==> src/rtl/lsu_bus_pkg.sv <==
// Shared types and constants for the LSU bus controller: FSM states, RISC-V
// load/store funct3 codes and the access legality check.
package lsu_bus_pkg;

   typedef enum logic [1:0] {
      ST_IDLE = 2'd0,
      ST_BUSY = 2'd1,
      ST_RESP = 2'd2,
      ST_ERR  = 2'd3
   } state_t;

   localparam logic [2:0] F3_B  = 3'd0;
   localparam logic [2:0] F3_H  = 3'd1;
   localparam logic [2:0] F3_W  = 3'd2;
   localparam logic [2:0] F3_BU = 3'd4;
   localparam logic [2:0] F3_HU = 3'd5;

   localparam logic [3:0] BE_WORD = 4'hF;

   // True when funct3 is legal for the direction and the address is naturally aligned.
   function automatic logic access_ok(input logic we, input logic [2:0] fct3,
                                      input logic [1:0] addr_lo);
      logic ok;
      case (fct3)
         F3_B:    ok = 1'b1;
         F3_H:    ok = ~addr_lo[0];
         F3_W:    ok = (addr_lo == 2'b00);
         F3_BU:   ok = ~we;
         F3_HU:   ok = ~we & ~addr_lo[0];
         default: ok = 1'b0;
      endcase
      return ok;
   endfunction

endpackage

==> src/rtl/lsu_lane_align.sv <==
// Combinational byte-lane steering: store enables/replicated data toward the
// bus and lane selection plus sign/zero extension of load data.
module lsu_lane_align
   import lsu_bus_pkg::*;
(
   input  logic [2:0]  fct3,
   input  logic [1:0]  addr_lo,
   input  logic [31:0] wdata,
   input  logic [31:0] rdata,
   output logic [3:0]  be,
   output logic [31:0] wdata_lane,
   output logic [31:0] rdata_ext
);

   logic [7:0]  byte_sel;
   logic [15:0] half_sel;

   // Lane selection of the returned bus word.
   always_comb begin
      case (addr_lo)
         2'd0:    byte_sel = rdata[7:0];
         2'd1:    byte_sel = rdata[15:8];
         2'd2:    byte_sel = rdata[23:16];
         2'd3:    byte_sel = rdata[31:24];
         default: byte_sel = 8'h00;
      endcase
      half_sel = addr_lo[1] ? rdata[31:16] : rdata[15:0];
   end

   // Enables, replicated store data and extended load data per access size.
   always_comb begin
      be         = 4'h0;
      wdata_lane = 32'h0;
      rdata_ext  = 32'h0;
      case (fct3)
         F3_B: begin
            be         = 4'b0001 << addr_lo;
            wdata_lane = {4{wdata[7:0]}};
            rdata_ext  = {{24{byte_sel[7]}}, byte_sel};
         end
         F3_BU: begin
            be         = 4'b0001 << addr_lo;
            wdata_lane = {4{wdata[7:0]}};
            rdata_ext  = {24'h0, byte_sel};
         end
         F3_H: begin
            be         = addr_lo[1] ? 4'hC : 4'h3;
            wdata_lane = {2{wdata[15:0]}};
            rdata_ext  = {{16{half_sel[15]}}, half_sel};
         end
         F3_HU: begin
            be         = addr_lo[1] ? 4'hC : 4'h3;
            wdata_lane = {2{wdata[15:0]}};
            rdata_ext  = {16'h0, half_sel};
         end
         F3_W: begin
            be         = BE_WORD;
            wdata_lane = wdata;
            rdata_ext  = rdata;
         end
         default: begin
            be         = 4'h0;
            wdata_lane = 32'h0;
            rdata_ext  = 32'h0;
         end
      endcase
   end

endmodule

==> config.mk <==
export PLATFORM = sky130hd
export DESIGN_NAME = lsu_lane_align
export DESIGN_NICKNAME = d
export VERILOG_FILES = /design/src/rtl/lsu_bus_pkg.sv /design/src/rtl/lsu_lane_align.sv
export SDC_FILE = /design/constraint.sdc
export NUM_CORES = 1
export LEC_CHECK = 0
export CORE_MARGIN = 2
export CORE_UTILIZATION = 30
export DETAILED_ROUTE_END_ITERATION = 12
export PLACE_DENSITY = 0.86
export SYNTH_ARGS = -nofsm -noshare
export SYNTH_HDL_FRONTEND = slang
export SYNTH_SLANG_ARGS = --single-unit
==> constraint.sdc <==
create_clock -name vclk -period 2
set_input_delay 0.2 -clock vclk [all_inputs]
set_output_delay 0.2 -clock vclk [all_outputs]
set_load 0.03 [all_outputs]
; ---- Yosys cells after proc, flatten, opt, wreduce, memory -nomap -nowiden
; Index checks and enable logic that the tools add are counted.
; W data, S select, Z words.
[op_classes]
eq_ne = 7
n_shift = 1
n_reduce_logical = 4
n_mux = 6
[op_table]
columns = cell, count
row1 = $pmux W32 S5, 1
row2 = $pmux W32 S3, 1
row3 = $pmux W8 S4, 1
row4 = $mux W16, 1
row5 = $pmux W4 S3, 1
row6 = $eq A3 B3 Y1 const B, 2
row7 = $eq A2 B2 Y1 const B, 2
row8 = $mux W4, 1
row9 = $reduce_or A2 Y1, 2
row10 = $shl A1 B2 Y4 const A, 1
row11 = $eq A3 B1 Y1 const B, 1
row12 = $eq A3 B2 Y1 const B, 1
row13 = $logic_not A3 Y1, 1
row14 = $eq A2 B1 Y1 const B, 1
row15 = $logic_not A2 Y1, 1
[totals]
regBits = 0
in_bits = 69
word_cells = 18
output_inout_bits = 68

; ---- Longest topological paths before layout
[depth]
word_depth = 3
mapped_depth = 5
depth_no_buf = 3

; ---- Worst setup path after synthesis
; No wires, ideal clock.
[synth_path]
path_type = in2out
start = in addr_lo[1]
end = out rdata_ext[16]
path_buffers = 2
slack_ns = 0.064
t_arrival_ns = 1.736
path_stages = 5
t_required_ns = 1.800
cell_sequence = buf_6 -> mux4_2 -> nand2_1 -> buf_2 -> a211oi_1
[synth_between]
elab_chain_cells = 3
word_cells_on_any_way = 7
[synth_lines]
columns = element, line_no
row1 = start: declaration, lsu_lane_align.sv:7  ; input logic [1:0] addr_lo,
row2 = "$eq A2 B2 Y1, or another cell as far along", lsu_lane_align.sv:20  ; case (addr_lo)
row3 = $pmux W8 S4, lsu_lane_align.sv:20
row4 = $pmux W32 S5 *, lsu_lane_align.sv:35  ; case (fct3)
row5 = end: declaration, lsu_lane_align.sv:12  ; output logic [31:0] rdata_ext
; Mark *: on every way between the ends. The rest lies on a longest branch, timed or not.

; ---- Worst setup path in the final report
[layout_path]
start = in fct3[1]
end = out rdata_ext[22]
[layout_between]
elab_chain_cells = 2
word_cells_on_any_way = 6
[layout_lines]
columns = element, line_no
row1 = start: declaration, lsu_lane_align.sv:6  ; input logic [2:0] fct3,
row2 = "$eq A3 B2 Y1, or another cell as far along", lsu_lane_align.sv:35
row3 = $pmux W32 S5 *, lsu_lane_align.sv:35
; Marked as above.

==> run_results.csv <==
group,metric,value,unit
run_status,outcome,"completed",
yosys,yosysSeqAreaShare,0,
layout,drive_gt1_frac,0.3710,
layout,finalCoreUtilization,0.6975,
yosys,synth.cell_area,1286,um2
clock_network,hold_buffers,0,
die,design.die.area,4827,um2
sta,slew-limit-headroom,0.7878,
pwr,p_leak,1.241,nW
layout,seqCellArea,0,um2
drt,viasPerCell,5.694,
placement,dpl_cell_area,2741,um2
sta,maxSlewViolCount,0,
layout,antenna_cells,0,
grt,track_usage,0.2416,
hold_path,min_path_type,"in -> out",
die,rows,23,
drt,drc,0,
run,drv_cap,0,
layout,finish.cell_count_without_fillers,395,
layout,stdcell_area,2830,um2
sta,hold_viol,0,
yosys,synth_cell_types,25,
setup_path,cp-end-kind,"output port",
hold_path,hp-start,"rdata[7]",
layout,final_nets,416,
placement,post-place-cells,395,
placement,hpwlAfterDp,5.271,mm
grt,grt_pass1_vias,2016,
sta,setup_viol,0,
yosys,syn-instance-count,198,
layout,seq_cell_count,0,
sta,tightest_slew,0.3177,ns
layout,final_cell_mix,"buf_4, clkdlybuf4s50_1, a22oi_1, a21oi_1, o21ai_0",
setup_path,critPathLaunchType,"input pin",
drt,drt-pass1-iter-count,4,
drt,wl,6.630,mm
layout,clock_buffer_count,0,
drt,ant_nets,0,
die,start_util,0.3170,
grt,grt_pass1_wl,9.970,mm
setup_path,path_max_fanout,24,
setup_path,critPathArrivalTime,1.76,ns
grt,antenna_found_initial,0,
sta,finalCritPeriodShare,0.9796,
die,core_area,4058,um2
yosys,ys.warnings.count,0,
grt,grt.overflow.total,0,
placement,finalWeightedCongestion,0.8891,
layout,fill_cells,360,
hold_path,holdPathEnd,"rdata_ext[7]",
sta,fin_crit,1.959,ns
placement,port-buffer-count,137,
sta,max_freq,510.4,MHz
drt,detail_route.wl_per_cell,16.78,um
hold_path,hold_path_depth,4,
die,io_pins,137,
pwr,ir_worst_vdd,0.1742,mV
die,die_x,69.48,um
yosys,synth_area_per_cell,6.496,um2
layout,layout_commonest_cell,"buf_4",
layout,area_delta_synth_final,120.0,%
grt,grt_max_degree,25,
sta,rsz0062_at_grt,"true",
setup_path,required,1.80,ns
drt,vias,2249,
die,die_h,69.48,um
pwr,power_density,322.1,nW/um2
setup_path,critPathKind,"in -> out",
yosys,syn-num-nets,267,
drt,drt_iter0_drc,134,
sta,finalSetupTns,0,ns
report_power, final:
part	leakage [nW]	internal [mW]	switching [mW]
Sequential	0	0	0
Combinational	1.24	0.420	0.492
Clock	0	0	0
Total	1.24	0.420	0.492
how the worst max path moves through the flow:
stage               startpoint       endpoint
floorplan           addr_lo[1]  rdata_ext[16]
finish                 fct3[1]  rdata_ext[22]
CTS                    fct3[0]  wdata_lane[1]
detailed placement  addr_lo[1]  rdata_ext[12]
global route           fct3[1]  rdata_ext[29]
global placement    addr_lo[1]  rdata_ext[14]
critical path, stage by stage:
cell             delay, ns
clkdlybuf4s50_1       0.42
buf_4                 0.18
nor2b_2               0.18
buf_12                0.19
a22oi_1               0.09
a211oi_1              0.28
buf_4                 0.21
repair_timing:
action / 4_1_cts / 5_1_grt
gates resized for setup: 9 / 19
buffers inserted: 0 / 0
setup endpoints to repair: 25 / 20
pin swaps: 0 / 1
cell usage after synthesis, types with 2 or more instances:
master / count / area [um2]
a211oi_1: 23 / 172.7
a21oi_1: 22 / 110.1
a22oi_1: 22 / 165.2
nor2b_1: 18 / 112.6
o21ai_0: 17 / 85.08
clkbuf_1: 14 / 52.55
nand2_1: 14 / 52.55
mux2_2: 9 / 101.4
o31ai_1: 9 / 67.56
a21o_1: 8 / 60.06
and2_1: 8 / 50.05
buf_2: 8 / 40.04
a221o_1: 7 / 70.07
nor2_1: 4 / 15.01
a32oi_1: 2 / 17.52
buf_6: 2 / 22.52
nand2b_1: 2 / 12.51
o21ai_1: 2 / 10.01
logic make-up (layout without fill, tap and decap cells):
kind of cell,Yosys count,count (layout),share of synthesized area
multiplexers,10,10,0.09630
buffers and inverters,26,173,0.09532
AO/OA/AOI/OAI,113,113,0.5983
AND/OR/NAND/NOR,49,49,0.2101
per-layer routing:
metal	track usage	vias up	share of wire	wire, um
met3	0.02471	8	0.046	304
met2	0.4124	80	0.49	3265
li1	-	1077	-	-
met1	0.3345	1084	0.45	2990
met5	0	-	0	0
met4	0.03268	0	0.011	70
stage by stage:
step | power [mW] | setup WS (ns) | hold WS (ns)
floorplan | 0.4583 | 0.06429 | 0.6173
global placement | 0.8709 | -0.1522 | 1.093
detailed placement | 0.8829 | -0.2017 | 1.096
CTS | 0.8879 | 0.002118 | 0.9694
global route | 0.9585 | -0.02639 | 1.024
finish | 0.9116 | 0.04080 | 0.9761
cell type report:
type / count / area [um2] / share of cell area
multi-input cells: 172 / 1236 / 0.4368
repair buffers: 172 / 1528 / 0.5398
inverters: 1 / 3.754 / 0.001326
well taps: 50 / 62.56 / 0.02210
Note: power is estimated with default switching activity, not from simulation.
